`config.mk`:
```
export PLATFORM = sky130hd
export DESIGN_NAME = systolic_pe_flat
export DESIGN_NICKNAME = d
export VERILOG_FILES = /design/src/rtl/systolic_pe_if.sv /design/src/rtl/systolic_pe.sv /design/src/flat_wrapper.sv
export SDC_FILE = /design/constraint.sdc
export NUM_CORES = 1
export LEC_CHECK = 0
export ABC_CLOCK_PERIOD_IN_PS = 6800
export BUFFER_PORTS_ARGS = -buffer_cell sky130_fd_sc_hd__buf_2
export CAP_MARGIN = 20
export CORE_MARGIN = 8
export CORE_UTILIZATION = 35
export CTS_CLUSTER_DIAMETER = 100
export DETAILED_ROUTE_END_ITERATION = 16
export GPL_TIMING_DRIVEN = 0
export SLEW_MARGIN = 20
export SYNTH_ARGS = -nofsm -noshare
export SYNTH_HDL_FRONTEND = slang
export SYNTH_SLANG_ARGS = --single-unit
```
`constraint.sdc`:
```
create_clock -name clk -period 6.8 [get_ports clk]
set_clock_uncertainty 0.05 [all_clocks]
set_input_delay 0.34 -clock clk [delete_from_list [all_inputs] [get_ports clk]]
set_output_delay 0.34 -clock clk [all_outputs]
set_load 0.02 [all_outputs]
```
`src/rtl/systolic_pe_if.sv`:
```
// Port bundle for one systolic_pe tile: configuration, left/top data inputs and
// right/down/partial-sum outputs. The array controller uses master, the PE uses slave.
interface systolic_pe_if #(
    parameter int DATA_WIDTH = 8,
    parameter int ACC_WIDTH  = 20
);
    logic                  en;
    logic                  cfg_valid;
    logic                  mode;
    logic [DATA_WIDTH-1:0] in_data;
    logic                  in_valid;
    logic [DATA_WIDTH-1:0] weight;
    logic                  w_valid;
    logic [ACC_WIDTH-1:0]  psum_in;
    logic                  psum_in_valid;
    logic                  drain;
    logic [DATA_WIDTH-1:0] to_right;
    logic                  right_valid;
    logic [DATA_WIDTH-1:0] to_down;
    logic                  down_valid;
    logic [ACC_WIDTH-1:0]  psum_out;
    logic                  psum_out_valid;
    logic                  ovf;
    logic                  collide;

    modport master (
        output en, cfg_valid, mode, in_data, in_valid, weight, w_valid,
               psum_in, psum_in_valid, drain,
        input  to_right, right_valid, to_down, down_valid, psum_out,
               psum_out_valid, ovf, collide
    );

    modport slave (
        input  en, cfg_valid, mode, in_data, in_valid, weight, w_valid,
               psum_in, psum_in_valid, drain,
        output to_right, right_valid, to_down, down_valid, psum_out,
               psum_out_valid, ovf, collide
    );
endinterface

```
`src/rtl/systolic_pe.sv`:
```
// Systolic-array PE with runtime weight-stationary / output-stationary dataflow.
// Optional macro PE_SATURATE_EN: clamp sums to all-ones and raise sticky ovf.
module systolic_pe #(
    parameter int DATA_WIDTH = 8,
    parameter int ACC_WIDTH  = 20
) (
    input  logic         clk,
    input  logic         sync_rst,
    systolic_pe_if.slave bus
);
`ifdef PE_SATURATE_EN
    localparam int SUM_W = ACC_WIDTH + 1;
`else
    localparam int SUM_W = ACC_WIDTH;
`endif

    typedef enum logic [1:0] {
        ST_IDLE = 2'd0,
        ST_WS   = 2'd1,
        ST_OS   = 2'd2
    } state_t;

    state_t                state_reg, state_next;
    logic [DATA_WIDTH-1:0] w_reg, w_next;
    logic [ACC_WIDTH-1:0]  acc_reg, acc_next;
    logic [DATA_WIDTH-1:0] to_right_reg, to_right_next;
    logic                  right_valid_reg, right_valid_next;
    logic [DATA_WIDTH-1:0] to_down_reg, to_down_next;
    logic                  down_valid_reg, down_valid_next;
    logic [ACC_WIDTH-1:0]  psum_out_reg, psum_out_next;
    logic                  psum_out_valid_reg, psum_out_valid_next;
    logic                  ovf_reg, ovf_next;
    logic                  collide_reg, collide_next;

    logic [2*DATA_WIDTH-1:0] ws_prod, os_prod;
    logic [ACC_WIDTH-1:0]    ws_addend;
    logic                    os_mac;
    logic [SUM_W-1:0]        ws_wide, os_wide;
    logic [ACC_WIDTH-1:0]    ws_res, os_res;
    logic                    ws_ovf, os_ovf;

    // WS multiplies by the stored weight; OS by the weight streaming past.
    assign ws_prod   = bus.in_data * w_reg;
    assign os_prod   = bus.in_data * bus.weight;
    assign ws_addend = bus.psum_in_valid ? bus.psum_in : '0;
    assign os_mac    = bus.in_valid && bus.w_valid;
    assign ws_wide   = SUM_W'(ws_addend) + SUM_W'(ws_prod);
    assign os_wide   = SUM_W'(acc_reg) + (os_mac ? SUM_W'(os_prod) : '0);

`ifdef PE_SATURATE_EN
    assign ws_ovf = ws_wide[ACC_WIDTH];
    assign os_ovf = os_wide[ACC_WIDTH];
    assign ws_res = ws_ovf ? '1 : ws_wide[ACC_WIDTH-1:0];
    assign os_res = os_ovf ? '1 : os_wide[ACC_WIDTH-1:0];
`else
    assign ws_ovf = 1'b0;
    assign os_ovf = 1'b0;
    assign ws_res = ws_wide;
    assign os_res = os_wide;
`endif

    always_comb begin
        state_next          = state_reg;
        w_next              = w_reg;
        acc_next            = acc_reg;
        to_right_next       = to_right_reg;
        right_valid_next    = right_valid_reg;
        to_down_next        = to_down_reg;
        down_valid_next     = down_valid_reg;
        psum_out_next       = psum_out_reg;
        psum_out_valid_next = psum_out_valid_reg;
        ovf_next            = ovf_reg;
        collide_next        = collide_reg;

        if (bus.cfg_valid) begin
            // Reconfiguration wipes computation state; data outputs keep their value.
            state_next          = bus.mode ? ST_OS : ST_WS;
            w_next              = '0;
            acc_next            = '0;
            right_valid_next    = 1'b0;
            down_valid_next     = 1'b0;
            psum_out_valid_next = 1'b0;
            ovf_next            = 1'b0;
            collide_next        = 1'b0;
        end else begin
            case (state_reg)
                ST_WS: begin
                    to_right_next    = bus.in_data;
                    right_valid_next = bus.in_valid;
                    if (bus.w_valid) begin
                        w_next          = bus.weight;
                        to_down_next    = w_reg;
                        down_valid_next = 1'b1;
                    end else begin
                        down_valid_next = 1'b0;
                    end
                    if (bus.in_valid) begin
                        psum_out_next       = ws_res;
                        psum_out_valid_next = 1'b1;
                        ovf_next            = ovf_reg | ws_ovf;
                    end else begin
                        psum_out_valid_next = 1'b0;
                    end
                end
                ST_OS: begin
                    to_right_next    = bus.in_data;
                    right_valid_next = bus.in_valid;
                    to_down_next     = bus.weight;
                    down_valid_next  = bus.w_valid;
                    if (os_mac) begin
                        ovf_next = ovf_reg | os_ovf;
                    end
                    if (bus.drain) begin
                        psum_out_next       = os_res;
                        psum_out_valid_next = 1'b1;
                        acc_next            = '0;
                        collide_next        = collide_reg | bus.psum_in_valid;
                    end else begin
                        psum_out_next       = bus.psum_in;
                        psum_out_valid_next = bus.psum_in_valid;
                        acc_next            = os_res;
                    end
                end
                default: begin
                    right_valid_next    = 1'b0;
                    down_valid_next     = 1'b0;
                    psum_out_valid_next = 1'b0;
                end
            endcase
        end
    end

    always_ff @(posedge clk) begin
        if (sync_rst) begin
            state_reg          <= ST_IDLE;
            w_reg              <= '0;
            acc_reg            <= '0;
            to_right_reg       <= '0;
            right_valid_reg    <= 1'b0;
            to_down_reg        <= '0;
            down_valid_reg     <= 1'b0;
            psum_out_reg       <= '0;
            psum_out_valid_reg <= 1'b0;
            ovf_reg            <= 1'b0;
            collide_reg        <= 1'b0;
        end else if (bus.en) begin
            state_reg          <= state_next;
            w_reg              <= w_next;
            acc_reg            <= acc_next;
            to_right_reg       <= to_right_next;
            right_valid_reg    <= right_valid_next;
            to_down_reg        <= to_down_next;
            down_valid_reg     <= down_valid_next;
            psum_out_reg       <= psum_out_next;
            psum_out_valid_reg <= psum_out_valid_next;
            ovf_reg            <= ovf_next;
            collide_reg        <= collide_next;
        end
    end

    assign bus.to_right       = to_right_reg;
    assign bus.right_valid    = right_valid_reg;
    assign bus.to_down        = to_down_reg;
    assign bus.down_valid     = down_valid_reg;
    assign bus.psum_out       = psum_out_reg;
    assign bus.psum_out_valid = psum_out_valid_reg;
    assign bus.ovf            = ovf_reg;
    assign bus.collide        = collide_reg;
endmodule

```
`src/flat_wrapper.sv`:
```
// flat-port wrapper written by rule: the top's interface ports become plain ports
module systolic_pe_flat 
#(
    parameter int DATA_WIDTH = 8,
    parameter int ACC_WIDTH  = 20
)
  (clk, sync_rst, bus_en, bus_cfg_valid, bus_mode, bus_in_data, bus_in_valid, bus_weight, bus_w_valid, bus_psum_in, bus_psum_in_valid, bus_drain, bus_to_right, bus_right_valid, bus_to_down, bus_down_valid, bus_psum_out, bus_psum_out_valid, bus_ovf, bus_collide);
  systolic_pe_if #(.DATA_WIDTH(DATA_WIDTH), .ACC_WIDTH(ACC_WIDTH)) bus_i ();
  input  logic clk;
  input  logic sync_rst;
  input wire logic [$bits(bus_i.en)-1:0] bus_en;
  input wire logic [$bits(bus_i.cfg_valid)-1:0] bus_cfg_valid;
  input wire logic [$bits(bus_i.mode)-1:0] bus_mode;
  input wire logic [$bits(bus_i.in_data)-1:0] bus_in_data;
  input wire logic [$bits(bus_i.in_valid)-1:0] bus_in_valid;
  input wire logic [$bits(bus_i.weight)-1:0] bus_weight;
  input wire logic [$bits(bus_i.w_valid)-1:0] bus_w_valid;
  input wire logic [$bits(bus_i.psum_in)-1:0] bus_psum_in;
  input wire logic [$bits(bus_i.psum_in_valid)-1:0] bus_psum_in_valid;
  input wire logic [$bits(bus_i.drain)-1:0] bus_drain;
  output wire logic [$bits(bus_i.to_right)-1:0] bus_to_right;
  output wire logic [$bits(bus_i.right_valid)-1:0] bus_right_valid;
  output wire logic [$bits(bus_i.to_down)-1:0] bus_to_down;
  output wire logic [$bits(bus_i.down_valid)-1:0] bus_down_valid;
  output wire logic [$bits(bus_i.psum_out)-1:0] bus_psum_out;
  output wire logic [$bits(bus_i.psum_out_valid)-1:0] bus_psum_out_valid;
  output wire logic [$bits(bus_i.ovf)-1:0] bus_ovf;
  output wire logic [$bits(bus_i.collide)-1:0] bus_collide;
  assign bus_i.en = bus_en;
  assign bus_i.cfg_valid = bus_cfg_valid;
  assign bus_i.mode = bus_mode;
  assign bus_i.in_data = bus_in_data;
  assign bus_i.in_valid = bus_in_valid;
  assign bus_i.weight = bus_weight;
  assign bus_i.w_valid = bus_w_valid;
  assign bus_i.psum_in = bus_psum_in;
  assign bus_i.psum_in_valid = bus_psum_in_valid;
  assign bus_i.drain = bus_drain;
  assign bus_to_right = bus_i.to_right;
  assign bus_right_valid = bus_i.right_valid;
  assign bus_to_down = bus_i.to_down;
  assign bus_down_valid = bus_i.down_valid;
  assign bus_psum_out = bus_i.psum_out;
  assign bus_psum_out_valid = bus_i.psum_out_valid;
  assign bus_ovf = bus_i.ovf;
  assign bus_collide = bus_i.collide;
  systolic_pe #(.DATA_WIDTH(DATA_WIDTH), .ACC_WIDTH(ACC_WIDTH)) u_core (.clk(clk), .sync_rst(sync_rst), .bus(bus_i));
endmodule
```
* Yosys cells after proc, flatten, opt, wreduce, memory -nomap -nowiden
Index checks and enable logic that the tools add are counted.
Cells by class: add/sub/neg operators 2, $mul 2, eq/ne operators 4, mux-type cells 26, bitwise logic cells 2, reduce and logical (&&, ||, !) cells 14
Operator list (number):
- 20-bit 2-to-1 mux | 6
- 20-bit case mux with 2 select lines | 1
- 8-bit by 8-bit multiplier with 16-bit output | 2
- 8-bit 2-to-1 mux | 4
- 20-bit by 16-bit adder with 20-bit output | 1
- 20-bit adder | 1
- 16-bit 2-to-1 mux | 1
- 8-bit case mux with 2 select lines | 1
- 1-bit 2-to-1 mux | 10
- 2-bit nonzero test | 5
- 3-bit AND reduction | 3
- 4-bit AND reduction | 2
- 2-bit inequality test, second input constant | 2
- 1-bit case mux with 2 select lines | 2
- 2-bit AND reduction | 2
- 2-bit by 1-bit equality test with 1-bit output, second input constant | 1
- 2-bit equality test, second input constant | 1
- 2-bit 2-to-1 mux | 1
- 2-bit OR reduction | 1
- 1-bit logical AND | 1
- 1-bit inverter | 1
- 1-bit bitwise OR | 1
Storage, ports and cells: flip-flop bits (word level) 70, bits of input ports 45, output and inout bits 41, logic and storage cells 60

* Logic depth before layout (Yosys ltp)
depth after elaboration 6, mapped depth 27, gate-level depth less buffers 26

* Least setup slack after synthesis
OpenSTA, ideal clock, no wires.
kind in2reg, start input port bus_in_data[5], end register u_core.psum_out_reg[19] (netlist: u_core.bus.psum_out[19]), setup time 0.091 ns, data arrival time 5.661 ns, required time 6.659 ns, setup slack 0.998 ns, stages on the path 25, buffers on the path 2, cell sequence clkbuf_1 > and2_1 > fa_1 > fa_1 > fa_1 > inv_1 > fa_1 > inv_1 > ha_1 > a21o_1 > a31oi_1 > o21ai_0 > nor2_1 > xor2_1 > nor2_1 > ha_1 > buf_4 > and2_1 > a311oi_1 > a21oi_1 > nand3_1 > o211ai_2 > xnor2_1 > a211o_1 > a311oi_1
On the way: longest elaborated chain between the ends 5, elaborated cells on any way between the ends 8, classes of those cells add/sub: 2; mul: 2; mux: 4
Ends and longest elaborated chain:
- start: declaration | line flat_wrapper.sv:14 | input wire logic [$bits(bus_i.in_data)-1:0] bus_in_data;
- 8-bit by 8-bit multiplier with 16-bit output | line systolic_pe.sv:44 | assign os_prod = bus.in_data * bus.weight;
- 16-bit 2-to-1 mux | line systolic_pe.sv:48 | assign os_wide = SUM_W'(acc_reg) + (os_mac ? SUM_W'(os_prod) : '0);
- 20-bit adder | line systolic_pe.sv:48
- 20-bit 2-to-1 mux | line systolic_pe.sv:113 | if (bus.drain) begin
- 20-bit case mux with 2 select lines * | line systolic_pe.sv:86 | case (state_reg)
- end signal: assignment | line systolic_pe.sv:154 | psum_out_reg <= psum_out_next;
- end: declaration | line systolic_pe.sv:30 | logic [ACC_WIDTH-1:0] psum_out_reg, psum_out_next;
Mark *: on every way between the ends. The rest lies on a longest branch, timed or not. The select of a mux whose other input is x is not followed. A chain may end at the register's enable or synchronous reset.

* Worst setup path in the final report
start input port bus_in_data[4], end register u_core.psum_out_reg[15] (netlist: u_core.bus.psum_out[15])
Same word-level chain as after synthesis.

==> out/qor.yml <==
status: "completed"
fp.dieArea_sq_um: 30600
filler_cell_count: 2613
required_worst_endpoint_ns: 7.03
min_path_type: "in -> reg"
multi_input_comb_area_sq_um: 6750
timing.final.crit_period_ns: 6.47
place_hpwl_microns: 22400
ant_nets: 0
power-per-cell-area_nw_per_um2: 169
vias: 7811
fin_crit_sh_pct: 95.1
reported_max_cap_violation_count: 0
cp-start-kind: "input pin"
routed_wire_length_per_instance_microns: 18.2
die-height_microns: 175
yosysUniqueCellTypes: 60
globalRouteOverflowTotal: 0
core.rowCount: 58
wirelength_microns: 27300
die_width_microns: 175
regArea_sq_um: 1400
report.final.hold_viol_count: 0
setup_repair_after_global_routing_missed_its_margin: "false"
yosysSeqAreaShare_pct: 15.8
fp.coreArea_sq_um: 25000
max-vdd-ir-drop_mv: 0.104
synthTopCellsByCount: "128 x sky130_fd_sc_hd__inv_1, 105 x sky130_fd_sc_hd__nand2_1, 100 x sky130_fd_sc_hd__nor2_1"
layout.cell_area.non_filler_sq_um: 9920
post_synth_main_area_contributors: "sky130_fd_sc_hd__fa_1 20%, sky130_fd_sc_hd__dfxtp_1 16%, sky130_fd_sc_hd__ha_1 13%"
setup_viol: 0
timing_worst_slew_pin_value_ns: 0.780
holdWs_ns: 0.151
grt_max_degree: 14
top_level_ports: 86
synth_async_sr_flop_share_pct: 0
grt_pass1_vias: 8126
fin_nets: 1391
ctsRootBufferMaster: "sky130_fd_sc_hd__clkbuf_16"
report.final.slew_viol_count: 0
io_buffer_count: 77
syn-instance-count: 1083
dr.pass1.iters: 5
initial_utilization_pct: 35.3
antennaDiodeCount: 0
syn-mean-instance-area_sq_um: 8.17
slew_headroom_pct: 48.0
detail_route.vias_per_cell: 5.21
remaining_drc_errors: 0
critPathCaptureType: "flip-flop"
power.leakage_uw: 0.00461
summed_instance_area_of_the_synthesized_netlist_sq_um: 8850
cp.arrival_ns: 6.70
placement.cell_area_sq_um: 9640
synth.ff_latch_count: 70
ys.flop_type: "sky130_fd_sc_hd__dfxtp_1"
cts_buffers: 9
grt_pass1_wl_microns: 43800
critPathKind: "in -> reg"
cts.reportedPaths.clkPinSlew_ns: 0.07
dr.first_iter.drc_count: 478
drive_above_1_share_pct: 9.67
number_of_antenna_violations_at_the_first_check_in_global_routing: 2
finalWeightedCongestion: 0.884
area_growth_syn_to_layout_pct: 12.2
tritoncts_num_sinks: 70
grtUsageTotal_pct: 18.1
post-cts-setup-buffer-count: 0
synth_area_leader_cell: "sky130_fd_sc_hd__fa_1"
synth_warnings: 0
synth_most_common_cell: "sky130_fd_sc_hd__inv_1"
dp_worst_setup_slack_ns: -0.304
postLayoutSetupSlackWorst_ns: 0.331
critPathMaxFanout: 10
clock_insertion_delay_worst_skew_ns: 0.35
clk_path_buf_depth: 2
syn_nets: 1310
cts_tree: "built"
cts-htree-levels: 3
synth_top_area_share_pct: 19.7
max_freq_mhz: 155
synth_enable_flop_cells: 0
through the flow:
step / power (uW) / instances / util, % / TNS, ns
global placement: 1180 / 1490 / 38.5 / -1.46
floorplan: 969 / 1083 / - / 0
finish: 1680 / 1499 / 39.6 / 0
detailed placement: 1180 / 1490 / 38.5 / -1.06
CTS: 1690 / 1506 / 39.7 / 0
global route: 1800 / 1499 / 39.6 / 0
timing repair:
item	4_1_cts	5_1_grt
hold buffers	0	0
endpoints found under the setup margin	0	7
gates resized for setup	0	5
path summary, 6_finish.rpt:
check | from | to | slack (ns) | depth (start not counted)
min reg2reg | u_core.bus.to_right[5]$_SDFFE_PP0P_ | u_core.bus.to_right[5]$_SDFFE_PP0P_ | 0.40 | 2
min | bus_mode | u_core.state_reg[0]$_SDFFE_PP0P_ | 0.15 | 2
max | bus_in_data[4] | u_core.bus.psum_out[15]$_SDFFE_PP0P_ | 0.33 | 27
max reg2reg | u_core.w_reg[0]$_SDFFE_PP0P_ | u_core.bus.psum_out[17]$_SDFFE_PP0P_ | 1.57 | 15
placed cells by master, fill, tap and decap left out, types with 3 or more instances in the layout:
cell type / netlist / layout
sky130_fd_sc_hd__a21oi_1: 60 / 60
sky130_fd_sc_hd__clkinvlp_4: 0 / 3
sky130_fd_sc_hd__clkbuf_1: 51 / 43
sky130_fd_sc_hd__nand3_1: 15 / 15
sky130_fd_sc_hd__a21o_1: 13 / 13
sky130_fd_sc_hd__nand2b_1: 6 / 6
sky130_fd_sc_hd__a22oi_1: 22 / 22
sky130_fd_sc_hd__a211o_1: 4 / 4
sky130_fd_sc_hd__o21ai_0: 31 / 31
sky130_fd_sc_hd__o211ai_1: 6 / 6
sky130_fd_sc_hd__ha_1: 95 / 95
sky130_fd_sc_hd__dfxtp_1: 70 / 70
sky130_fd_sc_hd__a211oi_1: 21 / 21
sky130_fd_sc_hd__a311oi_1: 5 / 5
sky130_fd_sc_hd__a31oi_1: 10 / 10
sky130_fd_sc_hd__nor3_1: 17 / 16
sky130_fd_sc_hd__and2_1: 94 / 94
sky130_fd_sc_hd__nor2_1: 100 / 100
sky130_fd_sc_hd__buf_4: 3 / 3
sky130_fd_sc_hd__o21bai_1: 6 / 6
sky130_fd_sc_hd__nor3b_1: 4 / 4
sky130_fd_sc_hd__xor2_1: 17 / 17
sky130_fd_sc_hd__mux2i_1: 19 / 19
sky130_fd_sc_hd__o21a_1: 12 / 12
sky130_fd_sc_hd__and3_1: 9 / 9
sky130_fd_sc_hd__clkbuf_16: 0 / 9
sky130_fd_sc_hd__nor2b_1: 9 / 9
sky130_fd_sc_hd__buf_2: 0 / 77
sky130_fd_sc_hd__nand2_1: 105 / 105
sky130_fd_sc_hd__fa_1: 87 / 87
sky130_fd_sc_hd__xnor2_1: 20 / 20
sky130_fd_sc_hd__or3_1: 7 / 7
sky130_fd_sc_hd__inv_1: 128 / 128
critical path: stages:
cell and delay [ns]:
sky130_fd_sc_hd__buf_2 0.22, sky130_fd_sc_hd__clkbuf_2 0.35, sky130_fd_sc_hd__nand2_1 0.12, sky130_fd_sc_hd__fa_1 0.51, sky130_fd_sc_hd__fa_1 0.55, sky130_fd_sc_hd__inv_1 0.05
sky130_fd_sc_hd__fa_1 0.52, sky130_fd_sc_hd__inv_1 0.06, sky130_fd_sc_hd__fa_1 0.47, sky130_fd_sc_hd__inv_1 0.05, sky130_fd_sc_hd__ha_1 0.20, sky130_fd_sc_hd__a21o_1 0.19
sky130_fd_sc_hd__a31oi_1 0.20, sky130_fd_sc_hd__o21ai_0 0.17, sky130_fd_sc_hd__nor2_1 0.14, sky130_fd_sc_hd__xor2_1 0.21, sky130_fd_sc_hd__nor2_1 0.09, sky130_fd_sc_hd__ha_1 0.29
sky130_fd_sc_hd__buf_4 0.16, sky130_fd_sc_hd__and2_1 0.18, sky130_fd_sc_hd__a311oi_1 0.42, sky130_fd_sc_hd__a21oi_1 0.15, sky130_fd_sc_hd__nand2_1 0.09, sky130_fd_sc_hd__o21ai_0 0.19
sky130_fd_sc_hd__nor3_2 0.40, sky130_fd_sc_hd__mux2i_1 0.17, sky130_fd_sc_hd__a31oi_1 0.19
cell families after synthesis:
| family | after synthesis | share of synthesized area (%) |
|---|---|---|
| compound gates | 213 | 16.5 |
| xor+xnor | 37 | 3.66 |
| fa+ha+maj | 182 | 33.1 |
| buf+inv | 183 | 7.89 |
| flops | 70 | 15.8 |
| mux | 20 | 2.28 |
| other cells | 1 | 0.0424 |
| simple gates | 377 | 20.7 |
routing by layer:
layer,GRT usage [%],routed length (microns),up-vias
met3,2.35,1280,43
met2,31.5,13500,199
li1,-,-,3755
met5,0,10,-
met4,7.03,759,2
met1,22.4,11800,3812
power by group:
group | internal (uW) | total, uW | leakage, uW | switching (uW)
sequential | 419 | 425 | 0.000566 | 5.65
combinational | 289 | 752 | 0.00391 | 462
clock | 287 | 499 | 0.000135 | 212
total | 995 | 1680 | 0.00461 | 680
area by class of cell:
class / count / share of cell area, %
inverter: 129 / 4.88
sequential: 70 / 14.1
tap: 330 / 4.16
multi-input combinational: 830 / 68.0
buffer: 47 / 1.92
clock inverter: 6 / 0.706
clock buffer: 10 / 2.31
timing repair buffer: 77 / 3.88
(Power assumes the default switching activity.)
